==> src/rtl/reg_write_arbiter.sv <==
// Round-robin arbiter for the register unit's single write port, with registered one-hot enables.
// Define REG_ARB_INIT_EN to compile in the post-reset sweep that zeroes registers 1..2**ADDR_W-1.
module reg_write_arbiter #(
  parameter int DATA_W = 32,
  parameter int ADDR_W = 5
) (
  input  logic                     clk,
  input  logic                     rst_n,
  input  logic                     req0_valid,
  input  logic [ADDR_W-1:0]        req0_addr,
  input  logic [DATA_W-1:0]        req0_data,
  output logic                     req0_ready,
  input  logic                     req1_valid,
  input  logic [ADDR_W-1:0]        req1_addr,
  input  logic [DATA_W-1:0]        req1_data,
  output logic                     req1_ready,
  output logic                     wr_en,
  output logic [ADDR_W-1:0]        wr_addr,
  output logic [DATA_W-1:0]        wr_data,
  output logic [(2**ADDR_W)-1:0]   reg_en,
  output logic                     busy
);

  localparam int NREG = 2**ADDR_W;

  typedef enum logic {ST_INIT, ST_RUN} state_t;

  state_t              r_state;
  state_t              w_state_nxt;
  logic                r_last_grant;
  logic                w_sweep_we;
  logic [ADDR_W-1:0]   w_sweep_addr;

  logic                w_run;
  logic                w_gnt0;
  logic                w_gnt1;
  logic                w_xfer;
  logic [ADDR_W-1:0]   w_sel_addr;
  logic [DATA_W-1:0]   w_sel_data;

  logic                w_wr_en_nxt;
  logic [ADDR_W-1:0]   w_wr_addr_nxt;
  logic [DATA_W-1:0]   w_wr_data_nxt;
  logic [NREG-1:0]     w_reg_en_nxt;

  logic                r_wr_en;
  logic [ADDR_W-1:0]   r_wr_addr;
  logic [DATA_W-1:0]   r_wr_data;
  logic [NREG-1:0]     r_reg_en;

`ifdef REG_ARB_INIT_EN
  logic [ADDR_W-1:0]   r_cnt;

  always_ff @(posedge clk or negedge rst_n) begin
    if (!rst_n) begin
      r_state <= ST_INIT;
      r_cnt   <= ADDR_W'(1);
    end else begin
      r_state <= w_state_nxt;
      if (r_state == ST_INIT) r_cnt <= r_cnt + 1'b1;
    end
  end

  always_comb begin
    w_state_nxt  = r_state;
    w_sweep_we   = 1'b0;
    w_sweep_addr = r_cnt;
    if (r_state == ST_INIT) begin
      w_sweep_we = 1'b1;
      if (r_cnt == '1) w_state_nxt = ST_RUN;
    end
  end
`else
  always_ff @(posedge clk or negedge rst_n) begin
    if (!rst_n) r_state <= ST_RUN;
    else        r_state <= w_state_nxt;
  end

  always_comb begin
    w_state_nxt  = ST_RUN;
    w_sweep_we   = 1'b0;
    w_sweep_addr = '0;
  end
`endif

  // r_last_grant = 1 means requester 1 won most recently, so requester 0 wins the next tie.
  always_comb begin
    w_run      = (r_state == ST_RUN);
    w_gnt0     = w_run & req0_valid & (~req1_valid | r_last_grant);
    w_gnt1     = w_run & req1_valid & (~req0_valid | ~r_last_grant);
    w_xfer     = w_gnt0 | w_gnt1;
    w_sel_addr = w_gnt1 ? req1_addr : req0_addr;
    w_sel_data = w_gnt1 ? req1_data : req0_data;
  end

  always_comb begin
    w_wr_en_nxt   = 1'b0;
    w_wr_addr_nxt = r_wr_addr;
    w_wr_data_nxt = r_wr_data;
    if (w_sweep_we) begin
      w_wr_en_nxt   = 1'b1;
      w_wr_addr_nxt = w_sweep_addr;
      w_wr_data_nxt = '0;
    end else if (w_xfer) begin
      w_wr_en_nxt   = (w_sel_addr != '0);
      w_wr_addr_nxt = w_sel_addr;
      w_wr_data_nxt = w_sel_data;
    end
  end

  always_comb begin
    w_reg_en_nxt = '0;
    for (int unsigned i = 1; i < NREG; i++) begin
      w_reg_en_nxt[i] = w_wr_en_nxt && (w_wr_addr_nxt == ADDR_W'(i));
    end
  end

  always_ff @(posedge clk or negedge rst_n) begin
    if (!rst_n) begin
      r_last_grant <= 1'b1;
      r_wr_en      <= 1'b0;
      r_wr_addr    <= '0;
      r_wr_data    <= '0;
      r_reg_en     <= '0;
    end else begin
      if (w_gnt0) r_last_grant <= 1'b0;
      if (w_gnt1) r_last_grant <= 1'b1;
      r_wr_en   <= w_wr_en_nxt;
      r_wr_addr <= w_wr_addr_nxt;
      r_wr_data <= w_wr_data_nxt;
      r_reg_en  <= w_reg_en_nxt;
    end
  end

  assign req0_ready = w_gnt0;
  assign req1_ready = w_gnt1;
  assign wr_en      = r_wr_en;
  assign wr_addr    = r_wr_addr;
  assign wr_data    = r_wr_data;
  assign reg_en     = r_reg_en;
  assign busy       = (r_state == ST_INIT);

endmodule

==> config.mk <==
export PLATFORM = sky130hd
export DESIGN_NAME = reg_write_arbiter
export DESIGN_NICKNAME = d
export VERILOG_FILES = /design/src/rtl/reg_write_arbiter.sv
export SDC_FILE = /design/constraint.sdc
export NUM_CORES = 1
export LEC_CHECK = 0
export ABC_AREA = 1
export BUFFER_PORTS_ARGS = -buffer_cell sky130_fd_sc_hd__buf_4
export CAP_MARGIN = 20
export CORE_MARGIN = 2
export CORE_UTILIZATION = 40
export CTS_BUF_LIST = sky130_fd_sc_hd__clkbuf_2
export DETAILED_ROUTE_END_ITERATION = 8
export PLACE_DENSITY = 0.73
export SYNTH_ARGS = -nofsm -noshare
export SYNTH_HDL_FRONTEND = slang
export SYNTH_SLANG_ARGS = --single-unit
==> constraint.sdc <==
create_clock -name clk -period 2.4 [get_ports clk]
set_clock_uncertainty 0.15 [all_clocks]
set_input_delay 0.12 -clock clk [delete_from_list [all_inputs] [get_ports clk]]
set_output_delay 0.12 -clock clk [all_outputs]
set_load 0.01 [all_outputs]
==> out/metrics.cfg <==
[outcome]
run_status=completed

[synthesis]
synthesis.area_um2=3000
synth-edff-count=0
postSynth.asyncResetShare=1.00
synth_warnings=0
yosysUniqueCellTypes=23
synth_top_area_share=0.575
syn_inst=330
ys_top_cells_by_area=dfrtp_1 58%, nand2_1 12%, nor2_1 7.3%, a31oi_1 6.9%, nor2_2 3.5%
ys_ff_latch=70
synth_ff_type=dfrtp_1
yosysTopAreaCell=dfrtp_1
synth_seq_area_share=0.584
synth.most_common_cell=nand2_1
synth_commonest_cells=99 x nand2_1, 69 x dfrtp_1, 58 x nor2_1, 33 x a31oi_1, 17 x nor2_2
synth_area_per_cell_um2=9.10

[clocking]
cts_num_sinks=70
clk_pin_slew_worst_paths_ns=0.25
numCtsBuffers=9
clk_path_buf_depth=2
cts_root_buf=clkbuf_2
htreeDepth=3
cts_tree=done
clock_latency_ns=0.51

[sta]
min_period_over_period=0.949
relSlewSlack=0.408
fin_setup_tns_ns=0
worstMarginPinSlew_ns=0.888
slew_viol_final=0
setup_viol_count_final=0
hold_viol=0
post-route-min-period_ns=2.28
fmaxAchievable_mhz=439
rsz0062_at_grt=no
finalWorstSetupSlack_ns=0.122

[placement]
placed_area_um2=4120
port_buffers=148
pre_cts_ws_ns=0.353
post-dp-hpwl_um=5760
place.gp.congestion=0.774

[floorplan]
die_h_um=90.6
fp.dieW_um=90.6
initial_utilization=0.414
pin_count=151
core-area_um2=7250
rows=31
die-area_um2=8210

[power_and_ir_drop]
vdd_drop_max_mv=0.314
p_per_area_nw_per_um2=609
power_leakage_nw=2.57

[worst_setup_path]
start_kind=register
crit_path_max_fanout=8
reg2regPathDepth=9
end_kind=register
path_class=reg2reg
worstPathRequired_ns=2.71
worst_ep_arrival_time_ns=2.59

[final_layout]
n_antenna_cell=0
nets=631
finalInstanceArea_um2=5140
fill_cells=505
final_core_util=0.708
syn2layout_area_growth_pct=71.2
drive_above_1_share=0.367

[global_routing]
use_met3=0.0384
grt_util_met1=0.285
grt_usage=0.249
grt-ovfl-total=0
antenna_found_initial=0
grt_pass1_wl_um=16100
grt_pass1_vias=3356
use_met2=0.443
busiest_layer=met2
grt_max_degree=71

[route]
wl_per_cell_um=15.5
via_per_inst=4.89
dr.pass1.iters=4
dr.first_iter.drc_count=191
postRouteAntennaNets=0
routed_wl_um=10200
via_count=3211
drc_errors=0

[hold_path]
hold_path_class=in2async

[run]
drv_cap=0

-- registers in the layout, indices dropped and copies added, names as in the netlist --
| name | cells |
|---|---|
| wr_data | 32 |
| reg_en | 31 |
| wr_addr | 5 |
| r_last_grant | 1 |
| wr_en | 1 |
-- worst max-delay path, stage by stage, from the launching register on --
cell and delay [ns]:
dfstp_2 0.60, nand2_4 0.12, nand3_1 0.13, nand2_1 0.08, dlygate4sd3_1 0.56, nand2_1 0.07, nand2_2 0.09, nor2_2 0.20
nand2_1 0.12, nor2_2 0.11
-- cell usage in the layout (no fill, tap or decap), types with 3 or more instances in the layout --
cell type,Yosys,layout
dfrtp_1,69,69
dlygate4sd3_1,0,79
nand2_1,99,98
inv_6,0,3
a31oi_1,33,33
buf_4,2,150
nor2_2,17,15
nor2_1,58,58
nand2_2,7,8
bufinv_16,0,3
nand3_1,8,8
clkbuf_2,0,9
-- report_power, final --
group          switching, mW  total (mW)  internal (mW)
Combinational          0.420       0.829          0.409
Clock                  0.482       0.950          0.468
Sequential            0.0616        1.35           1.29
Total                  0.964        3.13           2.17
-- path summary, 6_finish.rpt --
| check | startpoint | endpoint | slack (ns) |
|---|---|---|---|
| worst max-delay path | r_last_grant | reg_en[4] | 0.12 |
| worst min-delay path | rst_n | wr_data[11] | 0.06 |
| worst max register to register | r_last_grant | reg_en[4] | 0.12 |
| worst min register to register | wr_data[17] | wr_data[17] | 0.42 |
| max in group asynchronous | rst_n | wr_data[13] | 1.42 |
| min in group clk | req1_addr[1] | reg_en[27] | 0.06 |
-- through the flow --
step / hold slack, ns / cells / power, mW
floorplan: -0.326 / 331 / 1.70
global placement: 0.141 / 559 / 2.03
detailed placement: 0.137 / 559 / 2.04
CTS: 0.0390 / 656 / 3.10
global route: 0.0763 / 657 / 3.27
finish: 0.0572 / 657 / 3.13
-- cell families (layout without fill, tap and decap cells) --
kind of cell,after synthesis,in the layout,share of synthesized area
DFF,70,70,0.584
buffers and inverters,26,252,0.0517
other,1,2,0.00125
AOI/OAI and AO/OA,37,37,0.0767
and+or+nand+nor,196,197,0.286
-- per-layer routing --
metal  vias to the layer above  part of all wire
met5                         -                 0
met1                      1533              0.40
met3                        35             0.046
li1                       1508                 -
met2                       135              0.52
met4                         0             0.040
-- timing repair --
item,in CTS,in global routing
buffers inserted,1,0
pin swaps,0,1
hold endpoints to repair,137,0
hold buffers,79,0
setup endpoints to repair,1,24
gates resized for setup,1,7
gates cloned,1,1
-- layout make-up --
cell class | count | area (µm²) | area share
multi-input cells | 236 | 1130 | 0.220
clock buffers | 9 | 45.0 | 0.00877
inverters | 5 | 22.5 | 0.00438
repair buffers | 230 | 1930 | 0.376
flip-flops and latches | 70 | 1750 | 0.341
repair inverters | 1 | 5.00 | 0.000974
clock inverters | 7 | 128 | 0.0248
well taps | 99 | 124 | 0.0241
Note: power is estimated with default switching activity, not from simulation.
